**src/rtl/pipe_pkg.sv**
```systemverilog
// Shared types for the pipeline hazard controller: forward-select codes,
// controller states and the scoreboard entry layout.
package pipe_pkg;

  typedef enum logic [2:0] {
    FWD_RF  = 3'd0,
    FWD_EXM = 3'd1,
    FWD_WBA = 3'd2,
    FWD_WBM = 3'd3
  } fwd_e;

  typedef enum logic [1:0] {
    S_RUN   = 2'd0,
    S_STALL = 2'd1,
    S_FLUSH = 2'd2
  } state_e;

  typedef struct packed {
    logic       v;
    logic [4:0] rwd;
    logic       ld;
  } sb_entry_t;

  localparam sb_entry_t SB_EMPTY = '0;

endpackage

```
**src/rtl/hazard_fwd_sel.sv**
```systemverilog
// Forward-select match of one source register against the EX and MEM
// scoreboard entries; the nearest producer wins and $0 never forwards.
module hazard_fwd_sel
  import pipe_pkg::*;
(
  input  logic [4:0] src,
  input  sb_entry_t  ex,
  input  sb_entry_t  mem,
  output fwd_e       sel
);

  always_comb begin
    sel = FWD_RF;
    if (src != '0) begin
      if (ex.v && (ex.rwd == src)) begin
        sel = FWD_EXM;
      end else if (mem.v && (mem.rwd == src)) begin
        sel = mem.ld ? FWD_WBM : FWD_WBA;
      end
    end
  end

endmodule

```
**src/rtl/pipe_hazard_ctrl.sv**
```systemverilog
// Hazard controller beside ID: scoreboard of in-flight destinations,
// registered forward selects, load-use stall and taken-branch flush.
module pipe_hazard_ctrl
  import pipe_pkg::*;
#(
  parameter int BR_FLUSH = 2,
  parameter int CNT_W    = 16
) (
  input  logic             clk,
  input  logic             rst_n,
  input  logic             id_valid,
  input  logic [4:0]       id_rs,
  input  logic [4:0]       id_rt,
  input  logic [4:0]       id_rwd,
  input  logic             id_wr_en,
  input  logic             id_is_load,
  input  logic             br_taken,
  output logic [2:0]       rs_fwd,
  output logic [2:0]       rt_fwd,
  output logic             stall_if,
  output logic             stall_id,
  output logic             bubble_ex,
  output logic             flush_id,
  output logic [CNT_W-1:0] stall_cnt,
  output logic [CNT_W-1:0] flush_cnt
);

  // The branch cycle itself is the first flush cycle, so the down-counter
  // holds the cycles still owed after the current one.
  localparam logic [1:0]       FLUSH_RELOAD = 2'(BR_FLUSH - 1);
  localparam state_e           FLUSH_NEXT   = (BR_FLUSH > 1) ? S_FLUSH : S_RUN;
  localparam logic [CNT_W-1:0] CNT_ONE      = CNT_W'(1);

  state_e           state_q, state_d;
  logic [1:0]       fcnt_q, fcnt_d;
  sb_entry_t        ex_q, ex_d, mem_q, mem_d;
  fwd_e             rs_fwd_q, rs_fwd_d, rt_fwd_q, rt_fwd_d;
  fwd_e             rs_sel, rt_sel;
  logic [CNT_W-1:0] stall_cnt_q, stall_cnt_d, flush_cnt_q, flush_cnt_d;
  logic             load_use, stall, flush, bubble;

  hazard_fwd_sel u_rs_sel (
    .src (id_rs),
    .ex  (ex_q),
    .mem (mem_q),
    .sel (rs_sel)
  );

  hazard_fwd_sel u_rt_sel (
    .src (id_rt),
    .ex  (ex_q),
    .mem (mem_q),
    .sel (rt_sel)
  );

  always_comb begin
    load_use = id_valid && ex_q.v && ex_q.ld &&
               (((ex_q.rwd == id_rs) && (id_rs != '0)) ||
                ((ex_q.rwd == id_rt) && (id_rt != '0)));
  end

  // Stall and flush are Mealy outputs so the hazard cycle itself holds ID;
  // S_STALL marks the single re-evaluation cycle that follows.
  always_comb begin
    state_d = state_q;
    fcnt_d  = fcnt_q;
    stall   = 1'b0;
    flush   = 1'b0;
    if (rst_n) begin
      unique case (state_q)
        S_RUN, S_STALL: begin
          if (br_taken) begin
            flush   = 1'b1;
            state_d = FLUSH_NEXT;
            fcnt_d  = FLUSH_RELOAD;
          end else if (load_use) begin
            stall   = 1'b1;
            state_d = S_STALL;
          end else begin
            state_d = S_RUN;
          end
        end
        S_FLUSH: begin
          flush = 1'b1;
          if (br_taken) begin
            state_d = FLUSH_NEXT;
            fcnt_d  = FLUSH_RELOAD;
          end else if (fcnt_q <= 2'd1) begin
            state_d = S_RUN;
            fcnt_d  = '0;
          end else begin
            fcnt_d = fcnt_q - 2'd1;
          end
        end
        default: begin
          state_d = S_RUN;
          fcnt_d  = '0;
        end
      endcase
    end
  end

  always_comb begin
    bubble = stall || flush;

    mem_d  = ex_q;
    ex_d.v   = id_valid && id_wr_en && (id_rwd != '0) && !bubble;
    ex_d.rwd = id_rwd;
    ex_d.ld  = id_is_load;

    rs_fwd_d = bubble ? FWD_RF : rs_sel;
    rt_fwd_d = bubble ? FWD_RF : rt_sel;

    stall_cnt_d = stall_cnt_q;
    if (stall && (stall_cnt_q != '1)) begin
      stall_cnt_d = stall_cnt_q + CNT_ONE;
    end
    flush_cnt_d = flush_cnt_q;
    if (flush && (flush_cnt_q != '1)) begin
      flush_cnt_d = flush_cnt_q + CNT_ONE;
    end
  end

  always_ff @(posedge clk or negedge rst_n) begin
    if (!rst_n) begin
      state_q     <= S_RUN;
      fcnt_q      <= '0;
      ex_q        <= SB_EMPTY;
      mem_q       <= SB_EMPTY;
      rs_fwd_q    <= FWD_RF;
      rt_fwd_q    <= FWD_RF;
      stall_cnt_q <= '0;
      flush_cnt_q <= '0;
    end else begin
      state_q     <= state_d;
      fcnt_q      <= fcnt_d;
      ex_q        <= ex_d;
      mem_q       <= mem_d;
      rs_fwd_q    <= rs_fwd_d;
      rt_fwd_q    <= rt_fwd_d;
      stall_cnt_q <= stall_cnt_d;
      flush_cnt_q <= flush_cnt_d;
    end
  end

  assign rs_fwd    = rs_fwd_q;
  assign rt_fwd    = rt_fwd_q;
  assign stall_if  = stall;
  assign stall_id  = stall;
  assign bubble_ex = bubble;
  assign flush_id  = flush;
  assign stall_cnt = stall_cnt_q;
  assign flush_cnt = flush_cnt_q;

endmodule
```
**config.mk**
```make
export PLATFORM = sky130hd
export DESIGN_NAME = pipe_hazard_ctrl
export DESIGN_NICKNAME = d
export VERILOG_FILES = /design/src/rtl/pipe_pkg.sv /design/src/rtl/hazard_fwd_sel.sv /design/src/rtl/pipe_hazard_ctrl.sv
export SDC_FILE = /design/constraint.sdc
export NUM_CORES = 1
export LEC_CHECK = 0
export ABC_AREA = 1
export BUFFER_PORTS_ARGS = -buffer_cell sky130_fd_sc_hd__buf_4
export CORE_ASPECT_RATIO = 1.2
export CORE_MARGIN = 5
export CORE_UTILIZATION = 49
export CTS_CLUSTER_DIAMETER = 30
export DETAILED_ROUTE_END_ITERATION = 7
export PLACE_DENSITY = 0.84
export SYNTH_ARGS = -nofsm -noshare
export SYNTH_HDL_FRONTEND = slang
export SYNTH_SLANG_ARGS = --single-unit
```
**constraint.sdc**
```tcl
create_clock -name clk -period 1.7 [get_ports clk]
set_input_delay 0.255 -clock clk [delete_from_list [all_inputs] [get_ports clk]]
set_output_delay 0.255 -clock clk [all_outputs]
set_load 0.05 [all_outputs]
```
==> results of run 1 <==
==> cell type report <==
type | instances | area share, %
clock buffer | 7 | 2.45
tap | 64 | 2.04
clock inverter | 1 | 0.223
inverter | 44 | 4.49
timing repair buffer | 95 | 19.2
sequential | 54 | 34.8
multi-input combinational | 242 | 36.8
==> worst max path at each step <==
stage	endpoint	cells past startpoint	slack, ns
2_1_floorplan	stall_cnt[8]	11	-0.07
3_3_place_gp	stall_cnt[10]	10	-0.02
3_5_place_dp	stall_id	9	-0.06
4_1_cts	stall_id	7	-0.26
5_1_grt	stall_id	9	-0.47
6_report	stall_id	9	-0.34
==> synthesized netlist by cell type (2+ instances only) <==
library cell   n
a21oi_1        3
buf_4          3
dfrtp_1       54
ha_1           2
inv_1         34
inv_2          8
nand2_1       95
nand2_2        5
nand3_1       19
nand3b_1       6
nand4_1        8
nor2_1        43
nor2_2         2
nor2_4         3
nor3_1         8
nor4_1         2
o21ai_0        6
o21ai_1        3
xnor2_1       13
xor2_1        10
==> critical path: stages (launching register included) <==
cell,delay [ns]
dfrtp_1,0.45
inv_2,0.08
nand2_1,0.06
nand2_1,0.05
nor2_1,0.16
nand4_1,0.16
nand2_2,0.14
nand3_4,0.10
clkinvlp_4,0.13
buf_8,0.15
==> state kept, by name, summed over array words and instances, names as in the netlist <==
name / flops
ex_q: 7
stall_cnt: 16
flush_cnt: 16
state_q: 2
fcnt_q: 2
rt_fwd: 2
mem_q: 7
rs_fwd: 2
==> per-stage QoR <==
step                      hold WS [ns]  total power, mW
final                           0.0553             3.31
after CTS                       0.0473             3.10
after global routing            0.0440             3.45
after floorplan                -0.0406             2.00
after detailed placement         0.270             2.28
after global placement           0.268             2.26
==> power by group through the flow <==
stage          Sequential [mW]  Clock [mW]  Combinational (mW)
3_3_place_gp              1.54           0               0.719
3_5_place_dp              1.54           0               0.738
5_1_grt                   1.56       0.859                1.03
2_1_floorplan             1.77           0               0.232
6_report                  1.55       0.801               0.957
4_1_cts                   1.52       0.814               0.765
==> per-layer routing <==
layer  up-vias  part of all wire, %  routed length [um]
met5         -                    0                   0
met4         0                  3.5                 259
met3        24                  5.2                 386
met2       105                   53                3960
met1      1291                   38                2800
li1       1268                    -                   -
==> timing repair <==
action,in CTS,in global routing
hold buffers,1,0
setup endpoints to repair,15,26
gates resized for setup,11,30
gates cloned,1,0
endpoints found under the hold margin,53,0
buffers inserted,12,16
pin swaps,7,18
==> logic make-up after synthesis <==
logic type | Yosys count | synth area share [%]
AND/OR/NAND/NOR | 198 | 32.6
flip-flops | 54 | 48.4
buffers and inverters | 48 | 7.17
XOR/XNOR | 23 | 7.22
AO/OA/AOI/OAI | 16 | 3.59
adder cells (fa/ha/maj) | 2 | 0.897
other | 1 | 0.134
==> impl_metrics.yaml, run 1 <==
status:
  status: "finished, violations left"
  violations: "negative setup slack"
sta:
  max_freq_ghz: 0.489
  period_share_pct: 120
  post-route-min-period_ns: 2.04
  slew_headroom_pct: 65.2
  slew_violations: 0
  timing.final.ws_setup_ns: -0.343
  finalSetupViolCount: 22
  hold_viol: 0
  tightest_slew_ns: 0.517
  rsz0062_at_grt: "yes"
  tns_ns: -4.28
  fin_skew_ns: 0.0104
cells_and_area:
  drive_above_1_share_pct: 38.6
  layout_common_cells: "nand2_1, buf_4, dfrtp_1, nor2_1, inv_1"
  fin_area_sq_um: 3930
  nFillCells: 426
  layout_commonest_cell: "nand2_1"
  final_nets: 465
  seqCellArea_sq_um: 1370
  fin_cells: 507
  diodes: 0
  multi_input_area_sq_um: 1450
  syn_to_final_growth_pct: 40.7
  utilization_pct: 70.2
place:
  place.gp.congestion: 0.935
  post-place-ws_ns: -0.0570
  post_dp_cell_area_sq_um: 3460
  port_buffers: 60
  dpl.cell_count: 471
  dp_hpwl_mm: 5.05
power_and_ir_drop:
  ir_drop_v: 0.00121
  swShare_pct: 34.9
  sequentialPowerShare_pct: 46.8
  internal-power_mw: 2.15
  powerDensity_nw_per_um2: 842
  switchingPower_mw: 1.15
  clkPwrFrac_pct: 24.2
  pwr-share-comb_pct: 28.9
  leakage_nw: 1.90
global_route:
  grt_pass1_vias: 2677
  grt_first_pass_wirelength_mm: 11.6
  grt.busiest_layer: "met2"
  globalRouteOverflowTotal: 0
  antenna_found_initial: 0
  gr-usage-met2_pct: 35.1
  gr-usage-met3_pct: 3.31
  grt_usage_pct: 19.8
  use_met1_pct: 23.0
  grt_max_degree: 23
logic_synthesis:
  ys_ff_latch: 54
  netlist_area_sq_um: 2790
  synth.distinct_cells: 35
  synth_largest_area_cell: "dfrtp_1"
  syn_avg_cell_area_sq_um: 8.16
  synth.top_cell.area_share_pct: 48.4
  ys.flop_type: "dfrtp_1"
  ys_seq_area_share_pct: 48.4
  syn_inst: 342
  synthArstFlopShare_pct: 100
  synth.area.top_cells: "dfrtp_1, nand2_1, nor2_1, inv_1, xnor2_1"
  synth_edf_count: 0
  yosys_warnings: 0
detailed_routing:
  vias_per_cell: 5.30
  via_count: 2688
  drt_iter0_drc: 126
  drt-total-wl_mm: 7.41
  route.detailed.drc: 0
  firstDrtPassIters: 4
  antenna_left: 0
  wl_per_cell_um: 14.6
setup_path:
  r2r_setup_slack_ns: -0.28
  reg2reg_to: "stall_cnt[15]"
  rr_startpoint: "ex_q[1]"
  crit_path_end_kind: "primary output"
  startpoint_type: "register"
  crit_path_start: "ex_q[1]"
  arrival_ns: 1.79
  critPathKind: "register to primary output"
  crit_fanout: 4
  cp_data_required_time_ns: 1.44
  r2r_cells: 13
floorplan:
  io_pins: 63
  rows: 30
  die_x_um: 78.9
  coreArea_sq_um: 5590
  fp.dieH_um: 92.7
  dieArea_sq_um: 7310
  start_util_pct: 49.9
clock_network:
  cts.sinks: 54
  htree_levels: 2
  clockRootBuffer: "clkbuf_8"
  cts.clk_slew.worst_paths_ns: 0.10
  clockBufferDepth: 2
  insertion_delay_ns: 0.31
  cts-buffers-inserted: 5
  cts_tree: "done"
min_path:
  holdCritPathClass: "input pin to register"
  min_from: "id_rwd[2]"
  hold_end: "ex_q[3]"
  worst_hold_path.num_cells: 1
run:
  drv_cap: 0
Note: power is estimated with default switching activity, not from simulation.
==> run 2: changes to the inputs <==
--- a/config.mk
+++ b/config.mk
@@ -7,12 +7,10 @@
 export LEC_CHECK = 0
 export ABC_AREA = 1
 export BUFFER_PORTS_ARGS = -buffer_cell sky130_fd_sc_hd__buf_4
-export CORE_ASPECT_RATIO = 1.2
-export CORE_MARGIN = 5
-export CORE_UTILIZATION = 49
+export CORE_UTILIZATION = 58
 export CTS_CLUSTER_DIAMETER = 30
 export DETAILED_ROUTE_END_ITERATION = 7
-export PLACE_DENSITY = 0.84
+export PLACE_DENSITY = 0.93
 export SYNTH_ARGS = -nofsm -noshare
 export SYNTH_HDL_FRONTEND = slang
 export SYNTH_SLANG_ARGS = --single-unit
==> constraint.sdc (replaced) <==
create_clock -name clk -period 2.7 [get_ports clk]
set_input_delay 0.405 -clock clk [delete_from_list [all_inputs] [get_ports clk]]
set_output_delay 0.405 -clock clk [all_outputs]
set_load 0.05 [all_outputs]
==> run 2 against run 1 <==
  * Register-to-register slack better by 0.95 ns
  * Total power decreased by 45%
  * Hold slack worse by 0.052 ns
  * Critical endpoint is now bubble_ex
  * Sequential share of layout area is 5.3 points higher
  * The flow finishes with violations (design-rule violations)
  * Final cell count fell by 9.3%
  * Count of clock-buffer cells in the layout fell by 1
  * Worst setup slack better by 0.69 ns
  * Utilization up 5.1 points
==> impl_metrics.yaml, run 2 (synthesis results as in run 1) <==
clock_network:
  clockBufferDepth: 2
  cts-buffers-inserted: 5
  cts_setup_buffers: 0
  cts-resized-gates: 0
  cts_hold_buf: 0
  clockRootBuffer: "clkbuf_8"
  cts.sinks: 54
  cts_tree: "done"
  htree_levels: 2
  cts.clk_slew.worst_paths_ns: 0.09
  insertion_delay_ns: 0.31
setup_path:
  critPathMaxStageDelay_ns: 0.41
  arrival_ns: 1.94
  startpoint_type: "register"
  crit_family: "simple AND/OR/NAND/NOR gates"
  crit_path_end_kind: "primary output"
  crit_chain: "inv_1 -> nand2_1 -> nand2_1 -> nor2_1 -> nand4_1 -> nand2_1 -> nand3_1 -> nand2_1 -> buf_4"
  cp_data_required_time_ns: 2.30
  path_common_cell: "nand2_1"
  cp_num_buf_inv: 2
  r2r_setup_slack_ns: 0.67
  crit_slowest_cell: "dfrtp_1"
  crit_fanout: 5
  critPathKind: "register to primary output"
run:
  drv_cap: 0
place:
  dpl.cell_count: 453
  dp_hpwl_mm: 4.71
  post-place-ws_ns: 0.587
  port_buffers: 60
  post_dp_cell_area_sq_um: 3290
  place.gp.congestion: 0.962
cells_and_area:
  fin_cells: 460
  final_nets: 431
  drive_above_1_share_pct: 22.5
  fin_area_sq_um: 3370
  syn_to_final_growth_pct: 20.8
  layout_common_cells: "nand2_1, buf_4, dfrtp_1, nor2_1, inv_1"
  nFillCells: 309
  layout_commonest_cell: "nand2_1"
  utilization_pct: 75.3
  diodes: 0
floorplan:
  io_pins: 63
  die_x_um: 71.4
  dieArea_sq_um: 5090
  rows: 24
  coreArea_sq_um: 4470
  fp.dieH_um: 71.4
  start_util_pct: 62.4
detailed_routing:
  via_count: 2406
  wl_per_cell_um: 13.0
  firstDrtPassIters: 7
  vias_per_cell: 5.23
  drt-total-wl_mm: 5.97
  antenna_left: 0
  route.detailed.drc: 5
  drt_iter0_drc: 120
sta:
  max_freq_ghz: 0.426
  timing.final.ws_setup_ns: 0.351
  finalSetupViolCount: 0
  slew_violations: 0
  period_share_pct: 87.0
  hold_ws_ns: 0.00382
  tns_ns: 0
  hold_viol: 0
  fin_skew_ns: 0.00974
  rsz0062_at_grt: "no"
  post-route-min-period_ns: 2.35
global_route:
  grt_usage_pct: 24.9
  antenna_found_initial: 0
  grt_first_pass_wirelength_mm: 9.83
  grt_pass1_vias: 2299
  grt_max_degree: 30
  globalRouteOverflowTotal: 0
power_and_ir_drop:
  ir_drop_v: 0.000490
  powerDensity_nw_per_um2: 537
  leakage_nw: 1.74
  total_power_mw: 1.81
min_path:
  holdCritPathClass: "input pin to asynchronous set/reset pin"
status:
  status: "finished, violations left"
  violations: "design-rule violations"
[run 2: worst paths after layout]
check | start | end | cells past startpoint
worst max-delay path | ex_q[3] | bubble_ex | 9
worst min-delay path | rst_n | rs_fwd[0] | 1
worst max register to register | stall_cnt[0] | stall_cnt[13] | 11
worst min register to register | ex_q[0] | mem_q[0] | 0
max in group asynchronous | rst_n | flush_cnt[3] | 2
min in group clk | id_rwd[3] | ex_q[4] | 1
[run 2: per-layer routing]
layer	GRT usage (%)	up-vias	share of wire (%)
li1	-	1196	-
met1	30.7	1125	43
met4	10.0	0	1.6
met3	7.03	10	6.3
met5	0	-	0
met2	41.7	75	49
[run 2: area by class of cell]
cell class	count	area [sq um]	area share [%]
inverter	44	166	4.94
multi-input combinational	241	1240	36.9
timing repair buffer	62	465	13.8
tap	52	65.1	1.93
sequential	54	1350	40.1
clock buffer	6	72.6	2.15
clock inverter	1	7.51	0.223
[run 2: power by group]
group	switching, mW	internal [mW]	total [mW]
clock	0.253	0.178	0.431
sequential	0.0706	0.867	0.938
combinational	0.298	0.144	0.442
total	0.622	1.19	1.81
==> run 3: changes to the inputs <==
--- a/config.mk
+++ b/config.mk
@@ -7,10 +7,10 @@
 export LEC_CHECK = 0
 export ABC_AREA = 1
 export BUFFER_PORTS_ARGS = -buffer_cell sky130_fd_sc_hd__buf_4
-export CORE_UTILIZATION = 58
+export CORE_UTILIZATION = 54
 export CTS_CLUSTER_DIAMETER = 30
 export DETAILED_ROUTE_END_ITERATION = 7
-export PLACE_DENSITY = 0.93
+export PLACE_DENSITY = 0.88
 export SYNTH_ARGS = -nofsm -noshare
 export SYNTH_HDL_FRONTEND = slang
 export SYNTH_SLANG_ARGS = --single-unit
==> constraint.sdc (replaced) <==
create_clock -name clk -period 2.4 [get_ports clk]
set_input_delay 0.36 -clock clk [delete_from_list [all_inputs] [get_ports clk]]
set_output_delay 0.36 -clock clk [all_outputs]
set_load 0.05 [all_outputs]
==> run 3 against run 2 <==
  * The run now ends clean
  * First-iteration DRC count fell by 9.2%
  * Non-clock buffer count is 1 higher
  * Register-to-register slack worse by 0.25 ns
  * Final area grew 1.3%
  * Via count is 1.6% lower
  * Global-route usage fell by 1.2 points
  * Die area up 7.2%
==> impl_metrics.yaml, run 3 (synthesis results as in run 1) <==
status:
  status: "finished clean"
floorplan:
  fp.dieH_um: 73.9
  coreArea_sq_um: 4850
  die_x_um: 73.9
  rows: 25
  start_util_pct: 57.5
  dieArea_sq_um: 5460
  io_pins: 63
sta:
  rsz0062_at_grt: "no"
  fin_skew_ns: 0.0105
  period_share_pct: 94.6
  hold_viol: 0
  max_freq_ghz: 0.441
  post-route-min-period_ns: 2.27
  finalSetupViolCount: 0
  hold_ws_ns: 0.160
  tns_ns: 0
  slew_violations: 0
setup_path:
  arrival_ns: 1.91
  reg2reg_to: "stall_cnt[14]"
  r2r_setup_slack_ns: 0.42
  rr_startpoint: "stall_cnt[0]"
  crit_path_end_kind: "primary output"
  cp_data_required_time_ns: 2.04
  startpoint_type: "register"
  critPathKind: "register to primary output"
  crit_fanout: 4
  r2r_cells: 11
place:
  dp_hpwl_mm: 4.50
  port_buffers: 60
  place.gp.congestion: 0.812
  post_dp_cell_area_sq_um: 3310
detailed_routing:
  vias_per_cell: 4.96
  via_count: 2367
  antenna_left: 0
  wl_per_cell_um: 12.1
  firstDrtPassIters: 4
  drt-total-wl_mm: 5.75
  route.detailed.drc: 0
  drt_iter0_drc: 109
clock_network:
  clockBufferDepth: 2
  cts.clk_slew.worst_paths_ns: 0.09
  insertion_delay_ns: 0.31
  cts.sinks: 54
  htree_levels: 2
  clockRootBuffer: "clkbuf_8"
  cts_tree: "done"
  cts_setup_buffers: 0
  cts-buffers-inserted: 5
cells_and_area:
  drive_above_1_share_pct: 23.4
  fin_area_sq_um: 3420
  syn_to_final_growth_pct: 22.4
  layout_common_cells: "nand2_1, buf_4, dfrtp_1, nor2_1, inv_1"
  final_nets: 432
  layout_commonest_cell: "nand2_1"
  diodes: 0
min_path:
  worst_hold_path.num_cells: 1
  hold_end: "ex_q[0]"
  holdCritPathClass: "input pin to register"
  min_from: "id_is_load"
global_route:
  antenna_found_initial: 0
  globalRouteOverflowTotal: 0
  grt_first_pass_wirelength_mm: 9.74
  grt_usage_pct: 23.7
  grt_max_degree: 30
  grt_pass1_vias: 2322
power_and_ir_drop:
  powerDensity_nw_per_um2: 600
  leakage_nw: 1.75
  ir_drop_v: 0.000463
run:
  drv_cap: 0
==> run 3: cell types whose count changed in the layout (fill, tap and decap cells not counted), sizes merged <==
cell and delta:
clkinvlp -1, clkinv +2, dlygate4sd3 +1
==> run 3: layer usage <==
layer	global-route usage [%]	wire length (um)	up-vias
li1	-	-	1204
met1	28.8	2590	1109
met2	40.6	2830	49
met3	7.00	276	5
met4	7.48	57	0
met5	0	0	-
==> run 3: cell type report <==
cell class	instances	area, sq um
fillers	393	1430
clock inverters	2	13.8
flip-flops and latches	54	1350
well taps	67	83.8
multi-input cells	241	1250
repair buffers	63	475
inverters	44	166
clock buffers	6	72.6
==> run 3: how the worst max path moves through the flow <==
stage                       from           end  slack [ns]
finish                   ex_q[3]      stall_id        0.13
global route             ex_q[3]      stall_id        0.02
CTS                      ex_q[3]     bubble_ex        0.01
floorplan           stall_cnt[0]  stall_cnt[8]        0.36
detailed placement      id_rt[2]     bubble_ex        0.30
global placement        id_rs[2]     bubble_ex        0.42
==> run 3: worst max-delay path, cell delays in order (launching register included) <==
cell	delay, ns
dfrtp_1	0.42
inv_1	0.08
nand2_1	0.06
nand2_1	0.05
nor2_1	0.20
nand4_1	0.15
nand2_2	0.14
nand3_2	0.14
inv_1	0.16
buf_4	0.22
==> run 3: what timing repair did <==
item                                    4_1_cts  5_1_grt
endpoints found under the hold margin        11        0
endpoints found under the setup margin        0        3
gates resized for setup                       0        3
hold buffers                                  1        0
==> run 3: report_power, final <==
group          total (mW)  internal [mW]  switching (mW)
clock               0.495          0.206           0.288
sequential           1.06          0.976          0.0850
combinational       0.494          0.163           0.331
total                2.05           1.35           0.704
==> run 3: metrics by stage <==
step	util (%)	power (mW)	cells	worst slack (ns)
after detailed placement	68.3	1.57	468	0.301
after CTS	70.2	2.06	477	0.0116
after floorplan	-	1.39	343	0.357
after global routing	70.5	2.15	477	0.0150
after global placement	68.3	1.56	468	0.419
final	70.5	2.05	477	0.130
